===== src/rtl/bit_serial_adder.sv =====
// bit_serial_adder: adds two WIDTH-bit operands one bit per clock, LSB first,
// through a single add cell built from two chained half adders and a carry
// flip-flop. Both sides use a valid/ready handshake, and the cell does not
// overlap one operation with the next.
//
// Optional feature (macro BIT_SERIAL_ADDER_SUB_EN): adds input 'sub'. When
// sub=1 the block computes a - b. In that case cout=1 means there was no
// borrow.
//
// Ports:
//   sys_clk, sys_rst      clock and reset (synchronous, active-high)
//   in_valid / in_ready   operand handshake for a, b, cin (and sub)
//   out_valid / out_ready result handshake for sum, cout
//   busy                  high while an operation is in CALC or DONE
module bit_serial_adder #(
  parameter int unsigned WIDTH = 8
) (
  input  logic             sys_clk,
  input  logic             sys_rst,
  input  logic             in_valid,
  output logic             in_ready,
  input  logic [WIDTH-1:0] a,
  input  logic [WIDTH-1:0] b,
  input  logic             cin,
`ifdef BIT_SERIAL_ADDER_SUB_EN
  input  logic             sub,
`endif
  output logic             out_valid,
  input  logic             out_ready,
  output logic [WIDTH-1:0] sum,
  output logic             cout,
  output logic             busy
);

  localparam int unsigned CNT_W = (WIDTH > 1) ? $clog2(WIDTH) : 1;

  typedef enum logic [1:0] {
    IDLE = 2'd0,
    CALC = 2'd1,
    DONE = 2'd2
  } state_t;

  state_t           state, state_nxt;
  logic [WIDTH-1:0] sh_a, sh_b, sh_s;
  logic             carry;
  logic [CNT_W-1:0] cnt;

  logic             accept_c, last_c;
  logic             p_c, g1_c, g2_c, s_bit_c, carry_nxt_c;
  logic [WIDTH-1:0] sh_s_nxt_c;
  logic [WIDTH-1:0] b_load_c;
  logic             carry_load_c;

  // Operand conditioning at accept: for subtraction, add ~b + 1
`ifdef BIT_SERIAL_ADDER_SUB_EN
  assign b_load_c     = sub ? ~b : b;
  assign carry_load_c = sub ? 1'b1 : cin;
`else
  assign b_load_c     = b;
  assign carry_load_c = cin;
`endif

  // One-bit add cell: two half adders, with their carries ORed
  assign p_c         = sh_a[0] ^ sh_b[0];
  assign g1_c        = sh_a[0] & sh_b[0];
  assign s_bit_c     = p_c ^ carry;
  assign g2_c        = p_c & carry;
  assign carry_nxt_c = g1_c | g2_c;

  // New sum bit enters at the MSB; after WIDTH shifts it lands in bit 0
  assign sh_s_nxt_c = (sh_s >> 1) | (WIDTH'(s_bit_c) << (WIDTH - 1));

  // State register
  always_ff @(posedge sys_clk) begin
    if (sys_rst) state <= IDLE;
    else         state <= state_nxt;
  end

  // Next-state logic
  always_comb begin
    state_nxt = state;
    accept_c  = 1'b0;
    last_c    = 1'b0;
    case (state)
      IDLE: begin
        if (in_valid) begin
          accept_c  = 1'b1;
          state_nxt = CALC;
        end
      end
      CALC: begin
        last_c = (cnt == CNT_W'(WIDTH - 1));
        if (last_c) state_nxt = DONE;
      end
      DONE: begin
        if (out_ready) state_nxt = IDLE;
      end
      default: state_nxt = IDLE;
    endcase
  end

  // Datapath and registered handshake flags
  always_ff @(posedge sys_clk) begin
    if (sys_rst) begin
      sh_a      <= '0;
      sh_b      <= '0;
      sh_s      <= '0;
      carry     <= 1'b0;
      cnt       <= '0;
      sum       <= '0;
      cout      <= 1'b0;
      in_ready  <= 1'b1;
      out_valid <= 1'b0;
      busy      <= 1'b0;
    end else begin
      in_ready  <= (state_nxt == IDLE);
      out_valid <= (state_nxt == DONE);
      busy      <= (state_nxt != IDLE);
      if (accept_c) begin
        sh_a  <= a;
        sh_b  <= b_load_c;
        sh_s  <= '0;
        carry <= carry_load_c;
        cnt   <= '0;
      end else if (state == CALC) begin
        sh_a  <= sh_a >> 1;
        sh_b  <= sh_b >> 1;
        sh_s  <= sh_s_nxt_c;
        carry <= carry_nxt_c;
        cnt   <= cnt + CNT_W'(1);
        // Result is published only on the last bit, so sum stays stable otherwise
        if (last_c) begin
          sum  <= sh_s_nxt_c;
          cout <= carry_nxt_c;
        end
      end
    end
  end

endmodule


===== config.mk =====
export PLATFORM = sky130hd
export DESIGN_NAME = bit_serial_adder
export DESIGN_NICKNAME = d
export VERILOG_FILES = /design/src/rtl/bit_serial_adder.sv
export SDC_FILE = /design/constraint.sdc
export NUM_CORES = 1
export LEC_CHECK = 0
export ABC_AREA = 1
export BUFFER_PORTS_ARGS = -buffer_cell sky130_fd_sc_hd__buf_2
export CAP_MARGIN = 0
export CORE_MARGIN = 2
export CORE_UTILIZATION = 40
export CTS_BUF_LIST = sky130_fd_sc_hd__clkbuf_2
export DETAILED_ROUTE_END_ITERATION = 12
export GPL_TIMING_DRIVEN = 0
export PLACE_DENSITY_LB_ADDON = 0.3
export RECOVER_POWER = 25
export SYNTH_ARGS = -nofsm -noshare
export SYNTH_HDL_FRONTEND = slang
export SYNTH_SLANG_ARGS = --single-unit

===== constraint.sdc =====
create_clock -name sys_clk -period 2.2 [get_ports sys_clk]
set_input_delay 0.22 -clock sys_clk [delete_from_list [all_inputs] [get_ports sys_clk]]
set_output_delay 0.22 -clock sys_clk [all_outputs]
set_load 0.01 [all_outputs]

Yosys cells after proc, flatten, opt, wreduce, memory -nomap -nowiden
Cells that the tools add are included.
- reductions and logical operators: 6
- equal/unequal tests: 4
- bitwise gates (word level): 7
- mux-type cells: 13
- $add $sub $neg: 1
- operators by type and width (cell ; number):
    2-to-1 mux 8 bit ; 4
    bitwise OR 7 x 8 -> 8 bit ; 1
    2-to-1 mux 2 bit ; 3
    one-hot mux 2 bit (3 select lines) ; 1
    2-to-1 mux 1 bit ; 5
    == test 2 bit, second input constant ; 2
    zero test 2 bit ; 2
    nonzero test 2 bit ; 2
    adder 3 x 1 -> 3 bit, second input constant ; 1
    == test 3 bit, second input constant ; 1
    AND reduction 3 bit ; 1
    bitwise AND 1 bit ; 2
    == test 2 x 1 -> 1 bit, second input constant ; 1
    OR reduction 2 bit ; 1
    XOR 1 bit ; 2
    inverter 1 bit ; 1
    bitwise OR 1 bit ; 1
- word-level logic and storage cells: 42
- output and inout bits: 12
- input port bits: 21
- register bits after elaboration: 42

Depth between registers and ports, before layout
- depth after elaboration: 5
- gate-level depth with buffers: 8
- depth with buffers taken out: 7

Worst setup path before layout
No wires, ideal clock.
- path kind: register to register
- start: reg cnt[0]
- end: reg busy
- stages on the path, launching flop included: 8
- path slack: 0.995 ns
- period minus slack after synthesis: 1.205 ns
- arrival time: 1.082 ns
- library setup time: 0.123 ns
- path through: dfxtp_1 ha_1 ha_1 nand3_2 buf_6 nand2_1 nand2_1 nand2_1
- longest elaborated chain between the ends: 4
- ends and longest elaborated chain (element ; RTL line ; text):
    start: declaration ; 46 ; logic [CNT_W-1:0] cnt;
    start signal: assignment ; 130 ; cnt <= cnt + CNT_W'(1);
    == test 3 bit ; 92 ; last_c = (cnt == CNT_W'(WIDTH - 1));
    2-to-1 mux 2 bit ; 93 ; if (last_c) state_nxt = DONE;
    one-hot mux 2 bit (3 select lines) ; 84 ; case (state)
    nonzero test 2 bit ; 118 ; busy <= (state_nxt != IDLE);
    end signal: assignment ; 118 ;
    end: declaration ; 32 ; output logic busy
No other way between the ends.
A chain may end at the register's enable or synchronous reset.

==> reports/results.ini <==
[final_layout]
final_util_pct=47.2
num-fill-cells=474
diodes=0
nets=316
layout.cells.non_filler=344
layout-drive-gt1-share_pct=15.1
area_growth_pct=14.0

[critical_path]
rr_startpoint=cnt[0]
worstPathMaxFanout=10
cp_num_buf_inv=4
rrSetupSlack_ns=0.86
reg2reg_to=out_valid
worstSetupPathDepth=6
crit_path_start_kind=input pin
worstPathArrival_ns=1.69
worstRegToRegCells=7
max_stage_delay_ns=0.53
cp.required_ns=2.55
critPathCaptureType=flop
crit_family=buffers and inverters
crit_chain=dlygate4sd3_1 -> buf_2 -> clkinv_1 -> clkbuf_1 -> o21ai_0 -> nor2_1
critPathSlowestCell=dlygate4sd3_1
critical_path_class=input pin to flop

[hold_path]
min_path_cells=3
min_path_type=input pin to flop
min_to=sh_a[7]
min-delay-start=a[7]

[pwr]
peakVddDrop_mv=0.333
power_leakage_uw=0.000886
pwr_density_cell_nw_per_um2=631

[floorplan]
core_area_um2=4350
dieArea_um2=5060
dieHeight_um=71.1
io_pins=33
start_util_pct=41.4
die_w_um=71.1
num_rows=24

[logic_synthesis]
ys_seq_elements=41
synth_cell_types=22
ys_warn_count=0
syn-num-nets=276
syn_area_per_cell_um2=7.15
yosysSeqAreaShare_pct=45.5
postSynthCellCount=252
synth_area_um2=1800

[sta]
fin_crit_sh_pct=61.2
worst_hold_slack_ns=0.0420
worst_pin_slew_ns=0.482
max_slew_margin_pct=67.9
fmax_ghz=0.743
finalWorstPathRequiredPeriod_ns=1.35
fin_ws_ns=0.854
drv_slew=0
finalSetupViolCount=0
clock_skew_ns=0.0190
final.setup.tns_ns=0
hold_viol=0
rsz0062_at_grt=false

[detailed_routing]
vias=1630
first_iter_violations=98
routedWlPerCell_um=11.2
wl_met3_um=144
dr.max_layer_used=met4
postRouteAntennaNets=0
drc=0
drt_wl_total_um=3850
viasPerCell=4.74
met2_length_um=1700
wl_met1_um=1940
dr.pass1.iters=4

[clocking]
cts_buffers=5
clock-sinks=41
cts_resized=0
cts_tree=built
clockBufferDepth=2
clk_latency_ns=0.40
clockRootBuffer=clkbuf_2
path_clk_slew_ns=0.21
postCtsSetupBuffers=0
ctsHoldBuffers=1
htree_levels=2

[global_route]
first_global_vias=1497
antenna_found_initial=0
grt_max_degree=12
grt_pass1_wl_um=6590
grt_use_total_pct=16.4
overflow=0

[placed_design]
dp_hpwl_um=2740
preCtsSetupSlack_ns=0.873
routabilityCongestion=0.794
port_buffers=32
dp.cells=336

[outcome]
outcome=complete, no violations

[flow_run]
cap_viol_max_count=0

==> sequential cells by signal (all words and copies together) (netlist names) <==
register / cells
carry: 1
cnt: 3
sh_a: 8
state: 2
out_valid: 1
sh_s: 7
in_ready: 1
sum: 8
sh_b: 8
cout: 1
busy: 1
==> cell type report <==
cell class	instances	area, um2	area share (%)
repair buffers	33	155	7.55
flip-flops and latches	41	821	39.9
well taps	52	65.1	3.16
inverters	24	90.1	4.38
clock inverters	1	3.75	0.183
multi-input cells	171	802	39.0
clock buffers	6	30.0	1.46
plain buffers	16	88.8	4.32
==> metrics by stage <==
stage	total power [uW]	area (um2)
5_1_grt	1360	2060
6_report	1300	2060
4_1_cts	1310	2070
3_3_place_gp	991	2030
2_1_floorplan	939	1800
3_5_place_dp	996	2030
==> where the power goes <==
group | total (uW) | switching [uW] | internal [uW]
clock network | 318 | 244 | 74.2
registers | 793 | 16.1 | 777
logic | 187 | 114 | 72.3
total | 1300 | 374 | 923
==> synth_stat cells <==
library cell,number,area [um2]
nand2_1,50,188
dfxtp_1,41,821
a21oi_1,35,175
nor2_1,33,124
nand3_1,26,130
inv_1,21,78.8
o21ai_0,10,50.1
buf_2,6,30.0
o21ai_1,6,30.0
clkbuf_1,5,18.8
buf_4,4,30.0
nand2_2,3,18.8
ha_1,2,25.0
inv_2,2,7.51
buf_6,1,11.3
clkinv_1,1,3.75
fa_1,1,20.0
nand3_2,1,10.0
nor2_2,1,6.26
o211ai_1,1,7.51
o21ai_2,1,8.76
xor2_1,1,8.76
==> layer usage <==
metal / GRT usage, % / up-vias
li1: - / 886
met2: 26.6 / 30
met4: 6.92 / 0
met3: 3.42 / 7
met1: 21.3 / 707
met5: 0 / -
==> worst min-delay path: cells and delay by family <==
kind	cells	cell delay (ns)
buffers and inverters	1	0.10
AOI/OAI and AO/OA	1	0.06
and+or+nand+nor	1	0.05
==> worst max-delay path by stage <==
stage | startpoint | endpoint | slack, ns
after CTS | cnt[0] | busy | 0.85
final | sys_rst | sh_a[6] | 0.85
after global placement | cnt[0] | busy | 0.88
after floorplan | cnt[0] | busy | 1.0
after detailed placement | cnt[0] | busy | 0.87
after global routing | sys_rst | sh_a[4] | 0.72
==> cells by family after synthesis <==
group                      after synthesis  share of synthesized area (%)
adders and majority gates                3                           2.50
and+or+nand+nor                        114                           26.4
xor gates and xnor gates                 1                          0.486
DFF                                     41                           45.5
buffers and inverters                   40                           9.99
AOI/OAI and AO/OA                       53                           15.1
==> cell usage in the layout (no fill, tap or decap), drive strengths merged <==
master | synthesis | final
a21oi | 35 | 35
buf | 11 | 30
clkbuf | 5 | 24
clkinv | 1 | 2
dfxtp | 41 | 41
dlygate4sd3 | 0 | 1
fa | 1 | 1
ha | 2 | 2
inv | 23 | 23
nand2 | 53 | 53
nand3 | 27 | 27
nor2 | 34 | 34
o211ai | 1 | 1
o21ai | 17 | 17
xor2 | 1 | 1
(Power assumes the default switching activity.)
